[config.mk]
export PLATFORM = sky130hd
export DESIGN_NAME = game_round_controller
export DESIGN_NICKNAME = d
export VERILOG_FILES = /design/src/rtl/game_round_controller.sv
export SDC_FILE = /design/constraint.sdc
export NUM_CORES = 1
export LEC_CHECK = 0
export CAP_MARGIN = 20
export CORE_AREA = 2 2 73 75
export DETAILED_ROUTE_END_ITERATION = 10
export DIE_AREA = 0 0 75 77
export PLACE_DENSITY = 0.79
export REMOVE_ABC_BUFFERS = 1
export SYNTH_ARGS = -nofsm -noshare
export SYNTH_HDL_FRONTEND = slang
export SYNTH_SLANG_ARGS = --single-unit
export TNS_END_PERCENT = 50
[constraint.sdc]
create_clock -name clk -period 2.2 [get_ports clk]
set_input_delay 0.44 -clock clk [delete_from_list [all_inputs] [get_ports clk]]
set_output_delay 0.44 -clock clk [all_outputs]
set_load 0.02 [all_outputs]
[src/rtl/game_round_controller.sv]
// End-of-game timer and per-game bookkeeping (level, score, lives, game-over hold) beside the master FSM.
// Optional GAME_ROUND_CTRL_LEVEL_DOWN_EN: a lost round also drops the level by one (floor 0).
module game_round_controller #(
  parameter int unsigned          TIMER_W     = 26,
  parameter logic [TIMER_W-1:0]   WON_CYCLES  = TIMER_W'(25000000),
  parameter logic [TIMER_W-1:0]   LOST_CYCLES = TIMER_W'(50000000),
  parameter int unsigned          LEVEL_W     = 3,
  parameter int unsigned          START_LIVES = 3,
  parameter int unsigned          DX_W        = 4,
  parameter int unsigned          BASE_DX     = 1
) (
  input  logic               clk,
  input  logic               reset,
  input  logic               key,
  input  logic               end_of_game_timer_start,
  input  logic               game_won,
  output logic               end_of_game_timer_running,
  output logic [DX_W-1:0]    target_dx,
  output logic [LEVEL_W-1:0] level,
  output logic [7:0]         score,
  output logic [3:0]         lives,
  output logic               game_over
);

  typedef enum logic [1:0] {PLAY, WAIT, OVER_REL, OVER_PRESS} state_t;

  localparam logic [LEVEL_W-1:0] LEVEL_MAX  = '1;
  localparam logic [DX_W-1:0]    DX_MAX     = '1;
  localparam logic [3:0]         LIVES_INIT = 4'(START_LIVES);

  state_t             state, state_next;
  logic [TIMER_W-1:0] timer;
  logic               round_end;
  logic               new_game;

  function automatic logic [LEVEL_W-1:0] level_inc(input logic [LEVEL_W-1:0] l);
    return (l == LEVEL_MAX) ? l : l + LEVEL_W'(1);
  endfunction

`ifdef GAME_ROUND_CTRL_LEVEL_DOWN_EN
  function automatic logic [LEVEL_W-1:0] level_dec(input logic [LEVEL_W-1:0] l);
    return (l == '0) ? l : l - LEVEL_W'(1);
  endfunction
`endif

  function automatic logic [7:0] score_inc(input logic [7:0] s);
    return (s == 8'hFF) ? s : s + 8'd1;
  endfunction

  function automatic logic [3:0] lives_dec(input logic [3:0] n);
    return (n == 4'd0) ? n : n - 4'd1;
  endfunction

  // Speed grows with level but clamps at the widest value target_dx can hold.
  function automatic logic [DX_W-1:0] dx_of(input logic [LEVEL_W-1:0] l);
    int unsigned sum;
    sum = BASE_DX + 32'(l);
    return (sum > 32'(DX_MAX)) ? DX_MAX : DX_W'(sum);
  endfunction

  always_ff @(posedge clk or posedge reset) begin
    if (reset) state <= PLAY;
    else       state <= state_next;
  end

  // A pulse during WAIT restarts the round rather than queueing behind it.
  always_comb begin
    state_next = state;
    round_end  = 1'b0;
    new_game   = 1'b0;
    case (state)
      PLAY: begin
        if (end_of_game_timer_start) begin
          state_next = WAIT;
          round_end  = 1'b1;
        end
      end
      WAIT: begin
        if (end_of_game_timer_start) begin
          round_end = 1'b1;
        end else if (timer == '0) begin
          state_next = (lives == 4'd0) ? OVER_REL : PLAY;
        end
      end
      OVER_REL: begin
        if (!key) state_next = OVER_PRESS;
      end
      OVER_PRESS: begin
        if (key) begin
          state_next = PLAY;
          new_game   = 1'b1;
        end
      end
      default: state_next = PLAY;
    endcase
  end

  always_ff @(posedge clk or posedge reset) begin
    if (reset) begin
      timer     <= '0;
      level     <= '0;
      score     <= '0;
      lives     <= LIVES_INIT;
      target_dx <= DX_W'(BASE_DX);
    end else begin
      target_dx <= dx_of(level);
      if (round_end) begin
        timer <= game_won ? WON_CYCLES : LOST_CYCLES;
        if (game_won) begin
          level <= level_inc(level);
          score <= score_inc(score);
        end else begin
          lives <= lives_dec(lives);
`ifdef GAME_ROUND_CTRL_LEVEL_DOWN_EN
          level <= level_dec(level);
`endif
        end
      end else if (new_game) begin
        level <= '0;
        score <= '0;
        lives <= LIVES_INIT;
      end else if (state == WAIT && timer != '0) begin
        timer <= timer - TIMER_W'(1);
      end
    end
  end

  assign game_over = (state == OVER_REL) || (state == OVER_PRESS);
  assign end_of_game_timer_running = game_over || (state == WAIT && timer != '0);

endmodule

# Yosys cells after proc, flatten, opt, wreduce, memory -nomap -nowiden
# Cells that the tools add are included.
[totals]
wordCells = 71
ff_bits = 47
out_inout_bits = 21
[classes]
n_reduce_logical = 15
n_addsub = 5
muxes = 28
eq_ne = 16
magnitude_cmp = 1
[ops]
columns = ["cell", "n"]
rows = [
  ["$mux 26", 4],
  ["$mux 8", 4],
  ["$logic_not 26->1", 1],
  ["$reduce_bool 26->1", 1],
  ["$sub 26x1->26 const B", 1],
  ["$ne 2x2->1 const B", 11],
  ["$mux 4", 5],
  ["$mux 2", 6],
  ["$mux 3", 4],
  ["$reduce_and 3->1", 3],
  ["$add 8x1->8 const B", 1],
  ["$eq 8x8->1 const B", 1],
  ["$pmux 2 s4", 1],
  ["$reduce_and 5->1", 1],
  ["$add 1x3->4 const A", 1],
  ["$eq 2x2->1 const B", 2],
  ["$gt 4x4->1 const B", 1],
  ["$logic_not 4->1", 1],
  ["$mux 1", 4],
  ["$reduce_bool 2->1", 2],
  ["$sub 4x1->4 const B", 1],
  ["$add 3x1->3 const B", 1],
  ["$eq 3x3->1 const B", 1],
  ["$eq 2x1->1 const B", 1],
  ["5 further kinds", 6],
]

# Depth between registers and ports, before layout
[logic_depth]
word_depth = 5
depth_mapped = 8

# Worst setup path before layout
# No wires, ideal clock.
[synth_timing]
path_kind = "register to register"
from = "register timer[5]"
to = "register timer[23]"
n_path_buf = 0
t_arrival_ns = 1.932
path_stages_with_launch = 7
synth_period_minus_slack_ns = 2.053
setup_ns = 0.121
setup_slack_ns = 0.147
path_cell_list = "dfrtp_1 nor4_4 nand4_2 or4_4 nor3_2 o21ai_1 a22o_1"
[synth_via]
elab_chain_cells = 4
word_cells_on_any_way = 8
[synth_rtl]
columns = ["element", "line_no", "rtl"]
rows = [
  ["start: declaration", "32", "logic [TIMER_W-1:0] timer;"],
  ["start signal: assignment", "108", "timer <= game_won ? WON_CYCLES : LOST_CYCLES;"],
  ["start signal: assignment", "123", "timer <= timer - TIMER_W'(1);"],
  ["$sub 26x1->26 / $reduce_bool 26->1 (equally long branches)", "123, 122", ""],
  ["$mux 26 / $logic_and 1x1->1 (equally long branches)", "122", "end else if (state == WAIT && timer != '0) begin"],
  ["$mux 26 / $reduce_bool 2->1 (equally long branches)", "-", ""],
  ["$mux 26 / $reduce_and 2->1 (equally long branches)", "-", ""],
]
# Several ways; a longest one is shown, not always the timed one. The select of a mux whose other input is x is not followed.
# A chain may end at the register's enable or synchronous reset.

# Final worst setup path
[layout_timing]
from = "register timer[2]"
to = "register timer[23]"
# Same word-level chain as after synthesis.

==> flow_summary_export.csv <==
group,metric,value,unit
worst_setup_path,startpoint_type,"flip-flop",
yosys,async_flop_share,100,%
cts,hold_buffers,0,
yosys,synth_seq_cells,47,
timing,worst_pin_slew,0.442,ns
cts,cts_tree,"done",
yosys,synthCells,263,
worst_setup_path,endpoint_kind,"flip-flop",
finish,drive_gt1_share,21.1,%
power_and_ir_drop,finalPower,2.53,mW
finish,fin_nets,336,
die,start_util,49.4,%
worst_setup_path,crit_chain,"nor4_4, buf_4, nand4_4, or4_4, nor3_4, o21ai_1, a22o_1",
grt,grt_max_degree,30,
yosys,yosysWarnings,0,
die,rows,26,
yosys,synth.distinct_cells,50,
yosys,synth_area,2460,µm²
worst_setup_path,worstPathRequired,2.39,ns
place,io_buffers,25,
worst_setup_path,path_max_fanout,5,
finish,num_antenna_cells,0,
grt,antenna_found_initial,0,
place,dp_slack,-0.0969,ns
power_and_ir_drop,p_seq_share,46.7,%
worst_setup_path,critPathKind,"reg -> reg",
routing,drt_pass1_iterations,4,
power_and_ir_drop,p_sw,868,µW
routing,via_per_inst,5.50,
cts,clock_latency,0.30,ns
yosys,synth_edf_count,0,
finish,area_delta_synth_final,31.2,%
yosys,synth-seq-area-share,48.0,%
power_and_ir_drop,p_leak,1.37,nW
timing,rsz0062_at_grt,"true",
worst_setup_path,cp_slowest_stage_delay,0.49,ns
routing,avgRoutedWirePerCell,14.9,µm
cts,cts_sinks,47,
timing,slew_headroom,70.1,%
die,fp.coreArea,4980,µm²
flow_run,cap_violations,0,
timing,fin_crit_sh,99.3,%
timing,slew_viol_final,0,
timing,setup_violations,0,
cts,cts_buffers,5,
cts,clock_path_buffers,2,
place,gp_congestion,0.862,
yosys,synth_top_area_share,44.8,%
hold_path,hp-class,"in -> async",
cts,cts-root-buf,"clkbuf_8",
outcome,status,"finished clean",
power_and_ir_drop,clkPwrFrac,20.5,%
worst_setup_path,crit_family,"simple AND/OR/NAND/NOR gates",
cts,cts.htree.levels,2,
grt,grt_first_pass_wirelength,9700,µm
worst_setup_path,arrival,2.38,ns
die,die_height,77,µm
power_and_ir_drop,comb_power_share,32.9,%
worst_setup_path,cpMaxStageDelayCell,"or4_4",
routing,vias,2183,
routing,drc_errors,0,
routing,antenna_left,0,
routing,drt-total-wl,5920,µm
routing,drt_iter0_drc,82,
timing,fmax,458,MHz
grt,grt_util_all_layers,21.7,%
timing,fin_skew,0.00648,ns
timing,final.setup.worst_slack,0.0146,ns
die,die_area,5780,µm²
worst_setup_path,path_buf_inv,1,
grt,grt-ovfl-total,0,
timing,fin_crit,2.19,ns
finish,final_cell_mix,"44 x dfrtp_1, 39 x buf_4, 31 x nor2_1",
place,post-dp-hpwl,4290,µm
die,ios,26,
cts,clk_pin_slew,0.09,ns
die,die_x,75,µm
grt,grt_pass1_vias,2091,
yosys,syn_area_per_cell,9.35,µm²
timing,finalHoldWorstSlack,0.439,ns
power_and_ir_drop,p_per_area,783,nW/µm²
yosys,dominantRegCellSynth,"dfrtp_1",
power_and_ir_drop,ir_drop,596,µV
finish,final_common_cell,"dfrtp_1",
yosys,yosys-top-cells-area,"dfrtp_1 45%, nor2_1 4.7%, nand2_1 4.6%, dfstp_2 3.2%, xnor2_1 3.2%",
power_and_ir_drop,p_int,1.66,mW
timing,hold_violations,0,
yosys,synth_top_area_cell,"dfrtp_1",
power_and_ir_drop,switching_share,34.3,%
[path summary, 6_finish.rpt]
check / startpoint / endpoint / slack, ns / cells past startpoint
worst max-delay path: timer[2] / timer[23] / 0.01 / 7
worst min-delay path: reset / target_dx[1] / 0.44 / 2
worst max register to register: timer[2] / timer[23] / 0.01 / 7
worst min register to register: level[0] / target_dx[0] / 0.50 / 1
max in group asynchronous: reset / lives[1] / 1.21 / 3
min in group clk: level[0] / target_dx[0] / 0.50 / 1
[timing repair]
action                     4_1_cts  5_1_grt
buffers inserted                 1        0
gates resized for setup          8        8
setup endpoints to repair        6       12
pin swaps                        4        4
[synth_stat cells (2+ instances only)]
cell type,count
a21oi_1,9
a22o_1,3
a31oi_1,4
and3_1,5
buf_2,3
clkbuf_1,5
dfrtp_1,44
dfstp_2,3
ha_1,5
inv_1,10
mux2i_1,2
nand2_1,30
nand2b_1,3
nand3_1,10
nand4_1,5
nand4_2,2
nor2_1,31
nor3_1,11
nor3b_1,2
nor4_1,6
o21ai_0,14
o21ai_1,2
o22a_1,2
o31a_1,2
o31ai_1,3
or2_2,3
or3_1,4
or4_1,2
xnor2_1,9
xor2_1,9
[cell families after synthesis]
kind of cell | Yosys count | synth area share, %
XOR/XNOR | 18 | 6.41
adder cells (fa/ha/maj) | 5 | 2.54
buffers and inverters | 19 | 3.21
AO/OA/AOI/OAI | 49 | 12.9
flip-flops | 47 | 48.0
AND/OR/NAND/NOR | 123 | 26.1
multiplexers | 2 | 0.814
[through the flow]
step / cell area (µm²) / std cells / TNS (ns) / utilization, %
final: 3230 / 397 / 0 / 64.8
after detailed placement: 3060 / 388 / -0.310 / 61.5
after global routing: 3230 / 397 / -0.236 / 64.8
after floorplan: 2420 / 254 / -0.663 / -
after global placement: 3060 / 388 / -0.0281 / 61.5
after CTS: 3170 / 397 / 0 / 63.8
[worst register-to-register path: cells and delay by family, from the launching register on]
family	cells	cell delay, ns
DFF	1	0.42
buffers and inverters	1	0.19
and+or+nand+nor	4	1.13
AOI/OAI and AO/OA	2	0.34
[layout make-up]
| type | instances | area, µm² |
|---|---|---|
| Multi-Input combinational cell | 197 | 1280 |
| Fill cell | 394 | 1750 |
| Inverter | 10 | 37.5 |
| Tap cell | 70 | 87.6 |
| Sequential cell | 47 | 1180 |
| Clock inverter | 2 | 13.8 |
| Timing Repair Buffer | 65 | 558 |
| Clock buffer | 6 | 72.6 |
[per-layer routing]
metal,vias to the layer above,wire length [µm],track usage [%]
li1,1062,-,-
met1,1036,2460,28.3
met2,63,2930,33.7
met3,22,334,4.99
met4,0,197,9.82
met5,-,0,0
[state kept, by name (all words and copies together), names as in the netlist, named ones only]
| signal | count |
|---|---|
| timer | 26 |
| score | 8 |
| lives | 4 |
| target_dx | 4 |
| level | 3 |
| state | 1 |
[power groups by stage]
stage	clock network, mW	logic (mW)	registers (mW)
floorplan	0	0.311	1.29
global placement	0	0.792	1.17
detailed placement	0	0.814	1.19
CTS	0.530	0.820	1.17
global route	0.572	0.903	1.20
finish	0.518	0.831	1.18
Note: power is estimated with default switching activity, not from simulation.
